<file path="src/rtl/snn_io_ctrl.sv">
// Image loader and classification sequencer for the SNN digit classifier.
// Unpacks UART bytes into bit writes, runs the core, and returns the digit over UART.
module snn_io_ctrl #(
  parameter int unsigned NUM_BYTES = 98,
  parameter int unsigned ADDR_W    = 10
) (
  input  logic              clk,
  input  logic              rst_n,
  input  logic              rx_rdy,
  input  logic [7:0]        rx_data,
  output logic              ram_we,
  output logic [ADDR_W-1:0] ram_addr,
  output logic              ram_wdata,
  output logic              core_start,
  input  logic              core_done,
  input  logic [3:0]        core_digit,
  output logic              tx_start,
  output logic [7:0]        tx_data,
  input  logic              tx_rdy,
  output logic [7:0]        led,
  output logic              busy,
  output logic              overrun
);

  localparam int unsigned CntW = $clog2(NUM_BYTES);

  typedef enum logic [2:0] {
    StLoad,
    StUnpack,
    StStart,
    StCompute,
    StTx,
    StTxWait
  } state_e;

  state_e          state_q, state_d;
  logic [CntW-1:0] byte_cnt_q, byte_cnt_d;
  logic [2:0]      bit_cnt_q, bit_cnt_d;
  logic [7:0]      sr_q, sr_d;
  logic [7:0]      hold_q, hold_d;
  logic            hold_vld_q, hold_vld_d;
  logic            seen_low_q, seen_low_d;
  logic [7:0]      led_q, led_d;
  logic [7:0]      tx_data_q, tx_data_d;
  logic            overrun_q, overrun_d;

  always_ff @(posedge clk or negedge rst_n) begin
    if (!rst_n) begin
      state_q    <= StLoad;
      byte_cnt_q <= '0;
      bit_cnt_q  <= '0;
      sr_q       <= '0;
      hold_q     <= '0;
      hold_vld_q <= 1'b0;
      seen_low_q <= 1'b0;
      led_q      <= '0;
      tx_data_q  <= '0;
      overrun_q  <= 1'b0;
    end else begin
      state_q    <= state_d;
      byte_cnt_q <= byte_cnt_d;
      bit_cnt_q  <= bit_cnt_d;
      sr_q       <= sr_d;
      hold_q     <= hold_d;
      hold_vld_q <= hold_vld_d;
      seen_low_q <= seen_low_d;
      led_q      <= led_d;
      tx_data_q  <= tx_data_d;
      overrun_q  <= overrun_d;
    end
  end

  always_comb begin
    state_d    = state_q;
    byte_cnt_d = byte_cnt_q;
    bit_cnt_d  = bit_cnt_q;
    sr_d       = sr_q;
    hold_d     = hold_q;
    hold_vld_d = hold_vld_q;
    seen_low_d = seen_low_q;
    led_d      = led_q;
    tx_data_d  = tx_data_q;
    overrun_d  = overrun_q;
    ram_we     = 1'b0;
    core_start = 1'b0;
    tx_start   = 1'b0;

    unique case (state_q)
      StLoad: begin
        if (hold_vld_q) begin
          // Drain the held byte; a strobe in the same cycle refills the hold slot.
          sr_d      = hold_q;
          bit_cnt_d = '0;
          state_d   = StUnpack;
          if (rx_rdy) hold_d = rx_data;
          else        hold_vld_d = 1'b0;
        end else if (rx_rdy) begin
          sr_d      = rx_data;
          bit_cnt_d = '0;
          state_d   = StUnpack;
        end
      end
      StUnpack: begin
        ram_we    = 1'b1;
        bit_cnt_d = bit_cnt_q + 3'd1;
        if (bit_cnt_q == 3'd7) begin
          if (byte_cnt_q == CntW'(NUM_BYTES - 1)) begin
            byte_cnt_d = '0;
            state_d    = StStart;
          end else begin
            byte_cnt_d = byte_cnt_q + CntW'(1);
            state_d    = StLoad;
          end
        end
        if (rx_rdy) begin
          if (hold_vld_q) begin
            overrun_d = 1'b1;
          end else begin
            hold_d     = rx_data;
            hold_vld_d = 1'b1;
          end
        end
      end
      StStart: begin
        core_start = 1'b1;
        state_d    = StCompute;
      end
      StCompute: begin
        if (core_done) begin
          led_d     = {4'h0, core_digit};
          tx_data_d = {4'h0, core_digit};
          state_d   = StTx;
        end
      end
      StTx: begin
        if (tx_rdy) begin
          tx_start   = 1'b1;
          seen_low_d = 1'b0;
          state_d    = StTxWait;
        end
      end
      StTxWait: begin
        // Finish only after the transmitter has gone busy and returned to idle.
        if (!tx_rdy)         seen_low_d = 1'b1;
        else if (seen_low_q) state_d    = StLoad;
      end
      default: state_d = StLoad;
    endcase

    if (rx_rdy && (state_q != StLoad) && (state_q != StUnpack)) overrun_d = 1'b1;
  end

  assign ram_addr  = ADDR_W'({byte_cnt_q, bit_cnt_q});
  assign ram_wdata = sr_q[bit_cnt_q];
  assign tx_data   = tx_data_q;
  assign led       = led_q;
  assign busy      = (state_q != StLoad) || hold_vld_q;
  assign overrun   = overrun_q;

endmodule

</file>
<file path="config.mk">
export PLATFORM = sky130hd
export DESIGN_NAME = snn_io_ctrl
export DESIGN_NICKNAME = d
export VERILOG_FILES = /design/src/rtl/snn_io_ctrl.sv
export SDC_FILE = /design/constraint.sdc
export NUM_CORES = 1
export LEC_CHECK = 0
export ABC_AREA = 1
export BUFFER_PORTS_ARGS = -buffer_cell sky130_fd_sc_hd__clkbuf_2
export CORE_UTILIZATION = 45
export DETAILED_ROUTE_END_ITERATION = 6
export PLACE_DENSITY = 0.77
export SLEW_MARGIN = 0
export SYNTH_ARGS = -nofsm -noshare
export SYNTH_HDL_FRONTEND = slang
export SYNTH_SLANG_ARGS = --single-unit
</file>
<file path="constraint.sdc">
create_clock -name clk -period 1.85 [get_ports clk]
set_input_delay 0.37 -clock clk [delete_from_list [all_inputs] [get_ports clk]]
set_output_delay 0.37 -clock clk [all_outputs]
set_load 0.02 [all_outputs]
</file>
# == After elaboration in Yosys (flattened, before gate mapping) ==
# Index checks and enable logic that the tools add are counted.
# totals
regBits,36
in_bits,17
# op_classes
eq_ne,19
n_reduce_logical,20
mux,36
magnitude_cmp,1
addsub,2
# op_table
operator,n
8-bit 2-to-1 mux,5
3-bit 2-to-1 mux,9
2-bit inequality test (second input constant),10
3-bit case mux with 6 select lines,1
8-bit case mux with 2 select lines,1
1-bit 2-to-1 mux,14
2-bit nonzero test,6
2-bit AND reduction,5
3-bit equality test (second input constant),3
7-bit by 1-bit adder with 7-bit output (second input constant),1
7-bit equality test (second input constant),1
7-bit 2-to-1 mux,1
3-bit by 2-bit equality test with 1-bit output (second input constant),2
3-bit case mux with 2 select lines,1
3-bit AND reduction,2
6-bit AND reduction,1
5-bit AND reduction,1
3-bit by 4-bit less-than comparator with 1-bit output (second input constant),1
1-bit case mux with 2 select lines,2
3-bit by 1-bit adder with 3-bit output (second input constant),1
1-bit binary-select mux with 3-bit select,1
3-bit by 1-bit equality test with 1-bit output (second input constant),1
3-bit logical NOT,1
3-bit by 1-bit inequality test with 1-bit output (second input constant),1
other kinds (5),6

# == Longest topological paths before layout ==
# logic_depth
ltp_word,5
mapped_depth,9
ltp_nobuf,8

# == Least setup slack after synthesis ==
# Ideal clock, no wire load.
# synth_path
path_kind,register -> output
startpoint,register bit_cnt_q[0]
endpoint,output ram_wdata
stages_incl_launch_ff,7
path_slack_ps,376
arrival_ps,1104
cell_sequence,dfrtp_1 inv_1 a21oi_1 o21ai_0 nand2_1 nand2_1 nand2_1
# synth_via
elab_chain_cells,2
# synth_rtl
element,line_no,text
start: declaration,38,"logic [2:0] bit_cnt_q, bit_cnt_d;"
start signal: assignment,62,bit_cnt_q <= bit_cnt_d;
1-bit binary-select mux with 3-bit select,154,assign ram_wdata = sr_q[bit_cnt_q];
1-bit 2-to-1 mux (not written as such),154,
end: declaration,13,"output logic ram_wdata,"
# Every way passes these cells. The select of a mux whose other input is x is not followed.

# == Worst setup path after layout ==
# Ends and elaborated chain as after synthesis.

==> flow_summary.toml <==
[pwr]
powerDensity_nw_per_um2 = 1290
leakage_nw = 1.24
power_mw = 2.92
peakVddDrop_uv = 784

[timing]
layout_worst_path_cycle_share_pct = 93.6
finalSetupTns_ns = 0
setup_violations = 0
clock_skew_ns = 0.00741
max_freq_mhz = 578
min_period_ns = 1.73
rsz0062_at_grt = "false"
hold_viol = 0
finalMaxSlewViolations = 0

[critical_path]
cp-end-kind = "output port"
crit_buf_inv = 1
path_delay_family = "flip-flops"
worst-endpoint-arrival_ns = 1.36
critical_path_class = "reg -> out"
crit_fanout = 7
path_cells = "a21oi_1, o21ai_0, nand2_1, nand2_1, nand2_1, clkbuf_2"
crit_slowest_cell = "dfrtp_2"
worst_ep_required_time_ns = 1.48
max_stage_delay_ns = 0.45
worst_path_most_repeated_cell = "nand2_1"
start_kind = "register"

[grt]
antenna_found_initial = 0
grtUsageTotal_pct = 16.9
grt_overflow = 0
grt_max_degree = 37
grt_pass1_wl_um = 6510
grt_pass1_vias = 1481

[finish]
final_common_cell = "nand2_1"
final_cell_mix = "84 x nand2_1, 40 x clkbuf_2, 34 x dfrtp_1"
drive_gt1_share_pct = 25.8
diodes = 0
syn_to_final_growth_pct = 11.7
fillers = 420
final_nets = 318

[clock_tree]
path_clk_slew_ns = 0.07
ctsRootBufferMaster = "clkbuf_8"
cts_buffers = 5
cts_max_path_buffers = 2
clock_latency_ns = 0.28
cts.sinks = 36
cts_tree = "built"
htree_num_levels = 2

[detailed_routing]
via_count = 1642
dr.first_iter.drc_count = 109
totalWireLength_um = 3710
first_pass_iters = 4
wl_per_cell_um = 10.7
drc = 0
viasPerCell = 4.73
detail-route-antenna-nets = 0

[die]
initial_core_util_pct = 46.8
std_cell_rows = 24
ios = 49
die_area_um2 = 4770
core_um2 = 4320
die_w_um = 69.1
dieHeight_um = 69.1

[hold_path]
hp-class = "in -> async"

[outcome]
status = "complete, no violations"

[yosys]
ys_ff_latch = 36
synthDistinctLibCells = 26
yosysWarnings = 0
syn_area_per_cell_um2 = 7.82
ys_seq_area_share_pct = 44.5
syn_inst = 259
synth_area_um2 = 2020

[place]
place_congestion = 0.783
place_hpwl_um = 2700
io_buffers = 40

[run]
drv_cap = 0
[worst register-to-register path, stage by stage (launching register included)]
cell and delay, ns:
dfrtp_2 0.45, ha_1 0.21, ha_1 0.20, inv_1 0.09, nand3_1 0.09, nand2_1 0.08, nor2_1 0.07, nand2_1 0.06
nand2_1 0.05
[final timing paths]
kind / slack (ns) / to / from / depth (start not counted)
setup / recovery: 0.12 / ram_wdata / bit_cnt_q[0] / 6
hold / removal: 0.13 / byte_cnt_q[0] / rst_n / 2
setup reg to reg: 0.43 / state_q[1] / bit_cnt_q[0] / 8
hold reg to reg: 0.46 / overrun / overrun / 1
max in group asynchronous: 1.38 / bit_cnt_q[0] / rst_n / 2
min in group clk: 0.32 / led[1] / core_digit[1] / 3
[layer usage]
metal	routed length (um)	track usage, %
met5	0	0
met4	17	4.76
met3	188	5.41
met2	1800	27.5
met1	1710	21.6
[logic make-up after synthesis]
family | Yosys count | share of synthesized area [%]
DFF | 36 | 44.5
adders and majority gates | 4 | 2.47
other | 1 | 0.185
xor gates and xnor gates | 2 | 0.865
AOI/OAI and AO/OA | 44 | 12.7
and+or+nand+nor | 122 | 26.4
buffers and inverters | 50 | 12.9
[where the power goes]
group	internal [mW]	switching, mW
clock network	0.242	0.252
logic	0.417	0.798
registers	1.03	0.186
total	1.69	1.24
[per-stage QoR]
| stage | hold WS [ns] | instance area, um2 | util [%] | std cells | setup slack [ns] |
|---|---|---|---|---|---|
| final | 0.127 | 2260 | 52.3 | 347 | 0.119 |
| after global routing | 0.171 | 2260 | 52.3 | 347 | 0.00732 |
| after CTS | 0.140 | 2260 | 52.3 | 347 | 0.0693 |
| after detailed placement | 0.445 | 2190 | 50.7 | 342 | 0.372 |
| after global placement | 0.440 | 2190 | 50.7 | 342 | 0.425 |
| after floorplan | 0.0744 | 2050 | - | 266 | 0.376 |
[what timing repair did]
item / CTS / global route
endpoints found under the setup margin: 0 / 2
buffers inserted: 0 / 0
hold buffers: 0 / 0
gates resized for setup: 0 / 3
[flip-flops by register name, indices dropped and copies added (netlist names)]
register    flops
hold_q          8
sr_q            8
byte_cnt_q      7
led             4
bit_cnt_q       3
state_q         3
hold_vld_q      1
overrun         1
seen_low_q      1
[cell usage after synthesis]
| master | number | share of area [%] |
|---|---|---|
| inv_2 | 3 | 0.56 |
| conb_1 | 1 | 0.19 |
| nor2_4 | 3 | 1.7 |
| ha_1 | 4 | 2.5 |
| dfrtp_1 | 36 | 44 |
| or2_2 | 1 | 0.31 |
| xor2_1 | 2 | 0.87 |
| o21ai_0 | 19 | 4.7 |
| nand2_4 | 1 | 0.56 |
| a21oi_1 | 7 | 1.7 |
| o21ai_1 | 7 | 1.7 |
| buf_2 | 1 | 0.25 |
| nand2_1 | 84 | 16 |
| buf_8 | 1 | 0.74 |
| o21ai_2 | 9 | 3.9 |
| nand3_1 | 15 | 3.7 |
| o22ai_1 | 1 | 0.31 |
| nor2_2 | 3 | 0.93 |
| nand2_2 | 6 | 1.9 |
| inv_1 | 29 | 5.4 |
| nand4_1 | 1 | 0.31 |
| buf_6 | 2 | 1.1 |
| clkbuf_1 | 2 | 0.37 |
| buf_4 | 12 | 4.5 |
| nor2_1 | 8 | 1.5 |
| a21o_1 | 1 | 0.37 |
[final cells by class]
| type | instances | area, um2 | area share, % |
|---|---|---|---|
| well taps | 52 | 65.1 | 2.88 |
| flip-flops and latches | 36 | 903 | 39.9 |
| inverters | 32 | 120 | 5.31 |
| multi-input cells | 180 | 890 | 39.3 |
| repair buffers | 42 | 215 | 9.51 |
| clock buffers | 5 | 68.8 | 3.04 |
Power figures use the tool's default switching activity.
